File: src/rtl/fft8_pkg.sv
// Shared constants, state encoding and index types for the 8-point FFT butterfly scheduler.
// Optional inverse transform support is enabled by defining FFT_INVERSE_EN.
package fft8_pkg;

  localparam int N             = 8;
  localparam int LOG2N         = 3;
  localparam int NSTAGES       = 3;
  localparam int OPS_PER_STAGE = 8;

  typedef enum logic [1:0] {
    IDLE,
    ISSUE,
    DRAIN
  } state_t;

  typedef logic [LOG2N-1:0] addr_t;
  typedef logic [LOG2N-1:0] twid_t;
  typedef logic [LOG2N-1:0] op_t;
  typedef logic [1:0]       stage_t;

  // Conjugate twiddle: W^-x == W^(N-x) for an N-point transform.
  function automatic twid_t conj_tw(input twid_t tw);
    return twid_t'(N - int'(tw));
  endfunction

endpackage

File: src/rtl/fft8_bfly_scheduler_if.sv
// Control and buffer-address bus of the FFT butterfly scheduler.
// The inverse input exists only when FFT_INVERSE_EN is defined.
interface fft8_bfly_scheduler_if;
  import fft8_pkg::*;

`ifdef FFT_INVERSE_EN
  logic   inverse;
`endif
  logic   start;
  logic   busy;
  logic   done;
  logic   rd_en;
  addr_t  rd_addr_a;
  addr_t  rd_addr_b;
  twid_t  twiddle_index;
  logic   wr_en;
  addr_t  wr_addr;
  logic   bank_sel;
  stage_t stage;

  modport master (
`ifdef FFT_INVERSE_EN
    input  inverse,
`endif
    input  start,
    output busy, done, rd_en,
    output rd_addr_a, rd_addr_b,
    output twiddle_index,
    output wr_en, wr_addr,
    output bank_sel, stage
  );

  modport slave (
`ifdef FFT_INVERSE_EN
    output inverse,
`endif
    output start,
    input  busy, done, rd_en,
    input  rd_addr_a, rd_addr_b,
    input  twiddle_index,
    input  wr_en, wr_addr,
    input  bank_sel, stage
  );

endinterface

File: src/rtl/fft8_addr_gen.sv
// Radix-2 DIT index arithmetic: maps (stage, butterfly, half) to
// operand addresses, twiddle index and write-back target.
module fft8_addr_gen
  import fft8_pkg::*;
(
  input  stage_t     stage,
  input  logic [1:0] j,
  input  logic       h,
  input  logic       inverse,
  output addr_t      a,
  output addr_t      b,
  output twid_t      twiddle_index,
  output addr_t      wr_addr
);

  logic [2:0] jj;
  logic [2:0] span;
  logic [2:0] pos;
  logic [2:0] base;
  logic [2:0] k;
  twid_t      tw;

  // Butterfly geometry and twiddle selection for the current op.
  always_comb begin
    jj   = {1'b0, j};
    span = 3'd1 << stage;
    pos  = jj & (span - 3'd1);
    base = (jj >> stage) << (stage + 2'd1);
    a    = base + pos;
    b    = a + span;
    k    = pos << (2'd2 - stage);
    tw   = k + {h, 2'b00};
    twiddle_index = inverse ? conj_tw(tw) : tw;
    wr_addr       = h ? b : a;
  end

endmodule

File: src/rtl/fft8_bfly_scheduler.sv
// Issues the 12 butterflies of an 8-point FFT as 24 ops on one multiply-add unit.
// Define FFT_INVERSE_EN to add the latched inverse (conjugate twiddle) mode.
module fft8_bfly_scheduler
  import fft8_pkg::*;
#(
  parameter int LAT    = 6,
  parameter int ADDR_W = 3
) (
  input  logic                 clk,
  input  logic                 rst_n,
  fft8_bfly_scheduler_if.master bus
);

  localparam int CW = (LAT > 1) ? $clog2(LAT) : 1;

  state_t          state_q, state_d;
  op_t             op_q, op_d;
  logic [CW-1:0]   cnt_q, cnt_d;
  stage_t          stage_q, stage_d;
  logic            bank_q, bank_d;
  logic            done_q, done_d;
  logic            inv_q;

  logic            issue;
  addr_t           ag_a, ag_b, ag_wr;
  twid_t           ag_tw;

  logic [LAT-1:0]    pipe_v;
  logic [ADDR_W-1:0] pipe_a [LAT];

`ifdef FFT_INVERSE_EN
  logic inv_d;
`endif

  fft8_addr_gen u_addr (
    .stage         (stage_q),
    .j             (op_q[2:1]),
    .h             (op_q[0]),
    .inverse       (inv_q),
    .a             (ag_a),
    .b             (ag_b),
    .twiddle_index (ag_tw),
    .wr_addr       (ag_wr)
  );

  // Next-state logic: op counter in ISSUE, LAT-cycle drain between stages.
  always_comb begin
    state_d = state_q;
    op_d    = op_q;
    cnt_d   = cnt_q;
    stage_d = stage_q;
    bank_d  = bank_q;
    done_d  = 1'b0;
`ifdef FFT_INVERSE_EN
    inv_d   = inv_q;
`endif
    unique case (state_q)
      IDLE: begin
        if (bus.start) begin
          state_d = ISSUE;
          op_d    = '0;
          stage_d = '0;
          bank_d  = 1'b0;
`ifdef FFT_INVERSE_EN
          inv_d   = bus.inverse;
`endif
        end
      end
      ISSUE: begin
        op_d = op_q + 3'd1;
        if (op_q == op_t'(OPS_PER_STAGE - 1)) begin
          state_d = DRAIN;
          cnt_d   = '0;
        end
      end
      DRAIN: begin
        cnt_d = cnt_q + 1'b1;
        if (cnt_q == CW'(LAT - 1)) begin
          bank_d = ~bank_q;
          op_d   = '0;
          if (stage_q == stage_t'(NSTAGES - 1)) begin
            state_d = IDLE;
            stage_d = '0;
            done_d  = 1'b1;
          end else begin
            state_d = ISSUE;
            stage_d = stage_q + 2'd1;
          end
        end
      end
      default: state_d = IDLE;
    endcase
  end

  // Control state registers.
  always_ff @(posedge clk or negedge rst_n) begin
    if (!rst_n) begin
      state_q <= IDLE;
      op_q    <= '0;
      cnt_q   <= '0;
      stage_q <= '0;
      bank_q  <= 1'b0;
      done_q  <= 1'b0;
    end else begin
      state_q <= state_d;
      op_q    <= op_d;
      cnt_q   <= cnt_d;
      stage_q <= stage_d;
      bank_q  <= bank_d;
      done_q  <= done_d;
    end
  end

`ifdef FFT_INVERSE_EN
  // Transform direction, held for the whole transform.
  always_ff @(posedge clk or negedge rst_n) begin
    if (!rst_n) inv_q <= 1'b0;
    else        inv_q <= inv_d;
  end
`else
  assign inv_q = 1'b0;
`endif

  assign issue = (state_q == ISSUE);

  // Write-back delay line matching the multiply-add latency.
  always_ff @(posedge clk or negedge rst_n) begin
    if (!rst_n) begin
      pipe_v <= '0;
      for (int i = 0; i < LAT; i++) pipe_a[i] <= '0;
    end else begin
      pipe_v[0] <= issue;
      pipe_a[0] <= ADDR_W'(ag_wr);
      for (int i = 1; i < LAT; i++) begin
        pipe_v[i] <= pipe_v[i-1];
        pipe_a[i] <= pipe_a[i-1];
      end
    end
  end

  assign bus.busy          = (state_q != IDLE);
  assign bus.done          = done_q;
  assign bus.rd_en         = issue;
  assign bus.rd_addr_a     = issue ? ag_a  : '0;
  assign bus.rd_addr_b     = issue ? ag_b  : '0;
  assign bus.twiddle_index = issue ? ag_tw : '0;
  assign bus.wr_en         = pipe_v[LAT-1];
  assign bus.wr_addr       = pipe_v[LAT-1] ? addr_t'(pipe_a[LAT-1]) : '0;
  assign bus.bank_sel      = bank_q;
  assign bus.stage         = stage_q;

endmodule

File: src/flat_wrapper.sv
// flat-port wrapper written by rule: the top's interface ports become plain ports
module fft8_bfly_scheduler_flat import fft8_pkg::*;
#(
  parameter int LAT    = 6,
  parameter int ADDR_W = 3
)
  (clk, rst_n, bus_start, bus_busy, bus_done, bus_rd_en, bus_rd_addr_a, bus_rd_addr_b, bus_twiddle_index, bus_wr_en, bus_wr_addr, bus_bank_sel, bus_stage);
  fft8_bfly_scheduler_if bus_i ();
  input  logic clk;
  input  logic rst_n;
  input wire logic [$bits(bus_i.start)-1:0] bus_start;
  output wire logic [$bits(bus_i.busy)-1:0] bus_busy;
  output wire logic [$bits(bus_i.done)-1:0] bus_done;
  output wire logic [$bits(bus_i.rd_en)-1:0] bus_rd_en;
  output wire logic [$bits(bus_i.rd_addr_a)-1:0] bus_rd_addr_a;
  output wire logic [$bits(bus_i.rd_addr_b)-1:0] bus_rd_addr_b;
  output wire logic [$bits(bus_i.twiddle_index)-1:0] bus_twiddle_index;
  output wire logic [$bits(bus_i.wr_en)-1:0] bus_wr_en;
  output wire logic [$bits(bus_i.wr_addr)-1:0] bus_wr_addr;
  output wire logic [$bits(bus_i.bank_sel)-1:0] bus_bank_sel;
  output wire logic [$bits(bus_i.stage)-1:0] bus_stage;
  assign bus_i.start = bus_start;
  assign bus_busy = bus_i.busy;
  assign bus_done = bus_i.done;
  assign bus_rd_en = bus_i.rd_en;
  assign bus_rd_addr_a = bus_i.rd_addr_a;
  assign bus_rd_addr_b = bus_i.rd_addr_b;
  assign bus_twiddle_index = bus_i.twiddle_index;
  assign bus_wr_en = bus_i.wr_en;
  assign bus_wr_addr = bus_i.wr_addr;
  assign bus_bank_sel = bus_i.bank_sel;
  assign bus_stage = bus_i.stage;
  fft8_bfly_scheduler #(.LAT(LAT), .ADDR_W(ADDR_W)) u_core (.clk(clk), .rst_n(rst_n), .bus(bus_i));
endmodule
File: config.mk
export PLATFORM = sky130hd
export DESIGN_NAME = fft8_bfly_scheduler_flat
export DESIGN_NICKNAME = d
export VERILOG_FILES = /design/src/rtl/fft8_pkg.sv /design/src/rtl/fft8_bfly_scheduler_if.sv /design/src/rtl/fft8_addr_gen.sv /design/src/rtl/fft8_bfly_scheduler.sv /design/src/flat_wrapper.sv
export SDC_FILE = /design/constraint.sdc
export NUM_CORES = 1
export LEC_CHECK = 0
export BUFFER_PORTS_ARGS = -buffer_cell sky130_fd_sc_hd__buf_4
export CORE_ASPECT_RATIO = 1.25
export CORE_MARGIN = 2
export CORE_UTILIZATION = 51
export CTS_CLUSTER_DIAMETER = 40
export DETAILED_ROUTE_END_ITERATION = 7
export PLACE_DENSITY = 0.84
export SYNTH_ARGS = -nofsm -noshare
export SYNTH_HDL_FRONTEND = slang
export SYNTH_SLANG_ARGS = --single-unit
File: constraint.sdc
create_clock -name clk -period 2.5 [get_ports clk]
set_clock_uncertainty 0.05 [all_clocks]
set_input_delay 0.5 -clock clk [delete_from_list [all_inputs] [get_ports clk]]
set_output_delay 0.5 -clock clk [all_outputs]
set_load 0.005 [all_outputs]
Word-level counts from Yosys, hierarchy flattened
Index checks and enable logic that the tools add are counted.
- register bits after elaboration: 36
- shift operators: 4
- bitwise logic cells: 2
- add/subtract/negate cells: 8
- reduce and logical (&&, ||, !) cells: 9
- mux-type cells: 25
- equality and inequality tests: 8
- operators by type and width (cell ; number):
    two-way mux 3 bit ; 8
    two-way mux 2 bit ; 6
    adder 3 bit ; 3
    one-hot mux 3 bit (3 select lines) ; 1
    AND reduction 3 bit ; 3
    adder 3 x 1 -> 3 bit (second input constant) ; 2
    == test 3 bit (second input constant) ; 2
    two-way mux 1 bit ; 6
    one-hot mux 2 bit (3 select lines) ; 1
    one-hot mux 3 bit (2 select lines) ; 1
    nonzero test 2 bit ; 3
    << shifter 3 x 2 -> 3 bit ; 2
    == test 2 bit (second input constant) ; 2
    != test 2 bit (second input constant) ; 2
    one-hot mux 2 bit (2 select lines) ; 1
    bitwise AND 2 x 3 -> 3 bit ; 1
    nonzero test 3 bit ; 1
    << shifter 1 x 2 -> 3 bit (first input constant) ; 1
    >> shifter 2 x 2 -> 3 bit ; 1
    subtractor 3 x 1 -> 3 bit (second input constant) ; 1
    adder 2 x 1 -> 2 bit (second input constant) ; 1
    == test 2 x 1 -> 1 bit (second input constant) ; 1
    zero test 2 bit ; 1
    != test 2 x 1 -> 1 bit (second input constant) ; 1
    other kinds (4) ; 4

Longest topological paths before layout
- depth after elaboration: 6
- gate-level depth with buffers: 9

By module
Synthesis repeated with hierarchy kept, for this count alone.
- cells, all modules: 150
- area, all modules: 1809.2 um^2
- by module, submodules not included (module ; times used ; cells each ; sequential area each (um^2) ; area an instance (um^2)):
    fft8_bfly_scheduler ; 1 ; 101 ; 900.9 ; 1351.3
    fft8_addr_gen ; 1 ; 49 ; 0.0 ; 457.9

Worst setup path before layout
No wires, ideal clock.
- path kind: register to output
- start point: register u_core.stage_q[0], in the netlist u_core.bus.stage[0]
- end point: output bus_rd_addr_a[2]
- cell stages (with the launch flop): 9
- path slack: -312 ps
- arrival time: 2262 ps
- data required time: 1950 ps
- path through: dfrtp_1 buf_4 inv_1 ha_1 xnor2_1 and2_1 fa_1 or3_1 a21oi_1
- cells in the longest elaborated chain, start to end: 5
- RTL lines (what ; RTL line ; source):
    start, declared ; fft8_bfly_scheduler.sv:19 ; stage_t stage_q, stage_d;
    start signal, assigned ; fft8_bfly_scheduler.sv:108 ; stage_q <= stage_d;
    << shifter 1 x 2 -> 3 bit ; fft8_addr_gen.sv:26 ; span = 3'd1 << stage;
    subtractor 3 x 1 -> 3 bit ; fft8_addr_gen.sv:27 ; pos = jj & (span - 3'd1);
    bitwise AND 2 x 3 -> 3 bit ; fft8_addr_gen.sv:27 ;
    adder 3 bit (*) ; fft8_addr_gen.sv:29 ; a = base + pos;
    two-way mux 3 bit (*) ; fft8_bfly_scheduler.sv:144 ; assign bus.rd_addr_a = issue ? ag_a : '0;
    end, declared ; flat_wrapper.sv:15 ; output wire logic [$bits(bus_i.rd_addr_a)-1:0] bus_rd_addr_a;
Mark *: on every way between the ends. The rest lies on a longest branch, timed or not.

Worst setup path in the final report
- start point: register u_core.stage_q[1], in the netlist u_core.bus.stage[1]
- end point: output bus_rd_addr_a[2]
Same word-level chain as after synthesis.

==> qor.txt <==
Mux contribution to synthesized area - 4.46%
CP startpoint kind - flip-flop
CP endpoint - bus_rd_addr_a[2]
Setup violators final - 6
Critical Path Start - u_core.bus.stage[1]
GR Util met2 - 37.6%
Seq/Total Area, Yosys - 53.5%
YS warnings - 0
CP max-delay cell - dfrtp_2
Core ar. - 3190 um^2
CP endpoint kind - output pin
Layout cell share with drive strength beyond 1 - 43.2%
Post-DRT Antenna Nets - 0
TritonRoute pass-1 iters - 4
EDFF count, synth - 0
RSZ-0062 raised after global routing - true
PortBufs - 21
GR Util met1 - 23.9%
Area Growth Syn to Fin - 39.2%
Routed wire length - 4150 um
Crit path DAT - 2.44 ns
CTS Sinks - 36
Dpl hpwl - 2430 um
Vias in the first global route - 1323
Post-synthesis adder-cell area fraction - 9.36%
Max incr delay on CP - 0.39 ns
Antenna violations before repair - 0
Met3 Use GR - 6.05%
Syn Inst Count - 142
Post-synth top flop - dfrtp_1
I/O pin total - 22
Largest net degree at the start of global routing - 37
Flops & latches, synth - 36
Worst reg2reg endpoint - u_core.pipe_a[17]
Worst skew pair latency - 0.29 ns
Busiest grt layer - met2
Peak VDD IR - 0.000425 V
Kind of cell adding the most delay to the critical path - simple AND/OR/NAND/NOR gates
Final Hold Vio Count - 0
DR vias - 1338
Grt total ovfl - 0
Die height - 68.2 um
CTS tree - built
WL per Instance - 18.1 um
Max H-tree Level - 2
WP depth - 9
Leakage power - 1.04 nW
CTS buffer count - 5
Nets@finish - 206
Worst setup margin - -0.487 ns
Drt via density - 5.84
Die W - 55.4 um
Diode count - 0
CP max FO - 4
R2r startpoint - u_core.bus.stage[1]
CP Class - reg -> out
Slew Viols, Final - 0
Total GRT Usage - 21.4%
Compound-Gate Fraction of Synth Area - 9.96%
Mapped Area - 1680 um^2
Power Dens Cells - 466 nW/um^2
Min Tclk post-route - 2.99 ns
Crit path buf inv count - 3
Syn nets - 157
First-pass GRT wire length - 6110 um
Clock buffer depth - 2
Number of cells on the worst reg-to-reg path - 11
Final period util - 119%
GP Congestion - 0.785
Die ar. - 3780 um^2
Reg clk slew, reported paths - 0.07 ns
Starting Density - 52.7%
Max Clk Rate - 335 MHz
Post-synth cell types - 41
TNS Setup - -1.91 ns
Crit path required time - 1.95 ns
Syn Area/Cell - 11.9 um^2
Final hold slack - 0.106 ns
Slew @ Worst Pin - 0.486 ns
Status - finished, violations left
Failing checks - negative setup slack
Slew HR - 67.6%
Root buf cell - clkbuf_8
Simple-Gate Fraction of Synth Area - 16.6%
Iter 0 DRT Violations - 30
MaxCap Viol Count - 0
CP Cell Sequence - clkinvlp_4 -> buf_6 -> ha_4 -> xnor2_2 -> and2_4 -> fa_2 -> or3_4 -> a21oi_2 -> buf_4
Largest family of logic cells by synthesized area - simple AND/OR/NAND/NOR gates
FF-to-FF setup slack - -0.17 ns
Fillers - 198
DR DRC count - 0
FP Rows - 23
Hold Path Class - in -> async
Xor/xnor share of the synthesized area - 3.12%
Asr flop ratio synth - 100%
==> synthesized netlist by cell type, types with 2 or more instances <==
library cell  count  area [um^2]
nand2b_1          3         18.8
xnor2_1           4         35.0
nand4_1           2         12.5
o21ai_0           5         25.0
xor2_1            2         17.5
ha_1             11          138
a221oi_1          2         17.5
nor2b_1           4         25.0
buf_2             3         15.0
nor2_1            4         15.0
a22oi_1           2         15.0
clkbuf_2          2         10.0
dfrtp_1          36          901
and4b_1           2         20.0
mux2i_1           3         30.0
nor3b_1           2         15.0
nand2_1          12         45.0
a21oi_1           4         20.0
inv_1             5         18.8
and2_1            8         50.1
mux2_2            4         45.0
a22o_1            3         26.3
==> worst min-delay path by stage <==
stage / start / endpoint
2_1_floorplan: rst_n / u_core.bus.bank_sel
6_report: rst_n / u_core.bus.done
3_5_place_dp: u_core.pipe_a[12] / u_core.pipe_a[9]
4_1_cts: rst_n / u_core.bus.bank_sel
3_3_place_gp: u_core.pipe_v[0] / u_core.pipe_v[1]
5_1_grt: rst_n / u_core.bus.done
==> worst register-to-register path: stages, from the launching register on <==
cell and delay [ns]:
dfrtp_2 0.39, clkinvlp_4 0.17, buf_6 0.17, ha_4 0.16, xnor2_2 0.14, and2_4 0.16
fa_2 0.35, buf_4 0.15, buf_4 0.12, nor2b_1 0.13, mux2_2 0.29, a221o_1 0.28
==> kinds of logic (layout without fill, tap and decap cells) <==
family                     Yosys count  in the layout
and+or+nand+nor                     47             47
muxes                                7              7
AOI/OAI and AO/OA                   23             23
xor gates and xnor gates             6              6
adders and majority gates           12             12
buffers and inverters               11             61
DFF                                 36             36
==> state kept, by name, indices dropped and copies added, names as in the netlist <==
signal,flops
u_core.pipe_v,6
u_core.cnt_q,3
u_core.bus.stage,2
u_core.bus.bank_sel,1
u_core.state_q,2
u_core.bus.done,1
u_core.op_q,3
u_core.pipe_a,18
==> layout by cell type, fill, tap and decap left out, types with 4 or more instances in the layout <==
master     n
o21ai_0    5
nor2_1     4
buf_4     41
ha_1       6
mux2_2     4
and2_1     4
and2_4     4
nand2_1   12
dfrtp_1   34
clkbuf_8   5
buf_6      6
ha_4       5
==> per-layer routing <==
metal | vias to the layer above | part of all wire [%]
met5 | - | 0
met4 | 0 | 4.4
met3 | 21 | 5.6
met2 | 55 | 51
met1 | 672 | 39
li1 | 590 | -
==> where the power goes <==
| part | leakage, nW | internal [mW] | switching (mW) |
|---|---|---|---|
| Clock | 0.0552 | 0.296 | 0.201 |
| Combinational | 0.590 | 0.00244 | 0.0115 |
| Sequential | 0.396 | 0.582 | 0 |
==> per-stage QoR <==
step	std cells	setup slack (ns)	power (mW)	utilization [%]	area, um^2
2_1_floorplan	142	-0.123	0.594	-	1740
3_3_place_gp	212	-0.0894	0.607	63.9	2040
3_5_place_dp	212	-0.181	0.608	63.9	2040
4_1_cts	223	-0.452	1.10	69.9	2230
5_1_grt	229	-0.562	1.13	73.4	2340
6_report	229	-0.487	1.09	73.4	2340
==> timing repair <==
action / 4_1_cts / 5_1_grt
gates resized for setup: 14 / 8
buffers inserted: 3 / 6
hold endpoints to repair: 0 / 0
pin swaps: 3 / 3
hold buffers: 0 / 0
cloned: 0 / 0
endpoints found under the setup margin: 6 / 6
==> layout make-up <==
class / count / area (um^2) / area share [%]
Sequential cell: 36 / 903 / 38.5
Multi-Input combinational cell: 95 / 866 / 36.9
Timing Repair Buffer: 48 / 395 / 16.9
Clock buffer: 6 / 72.6 / 3.09
Tap cell: 37 / 46.3 / 1.97
Clock inverter: 2 / 35.0 / 1.49
Inverter: 5 / 26.3 / 1.12
(Power assumes the default switching activity.)
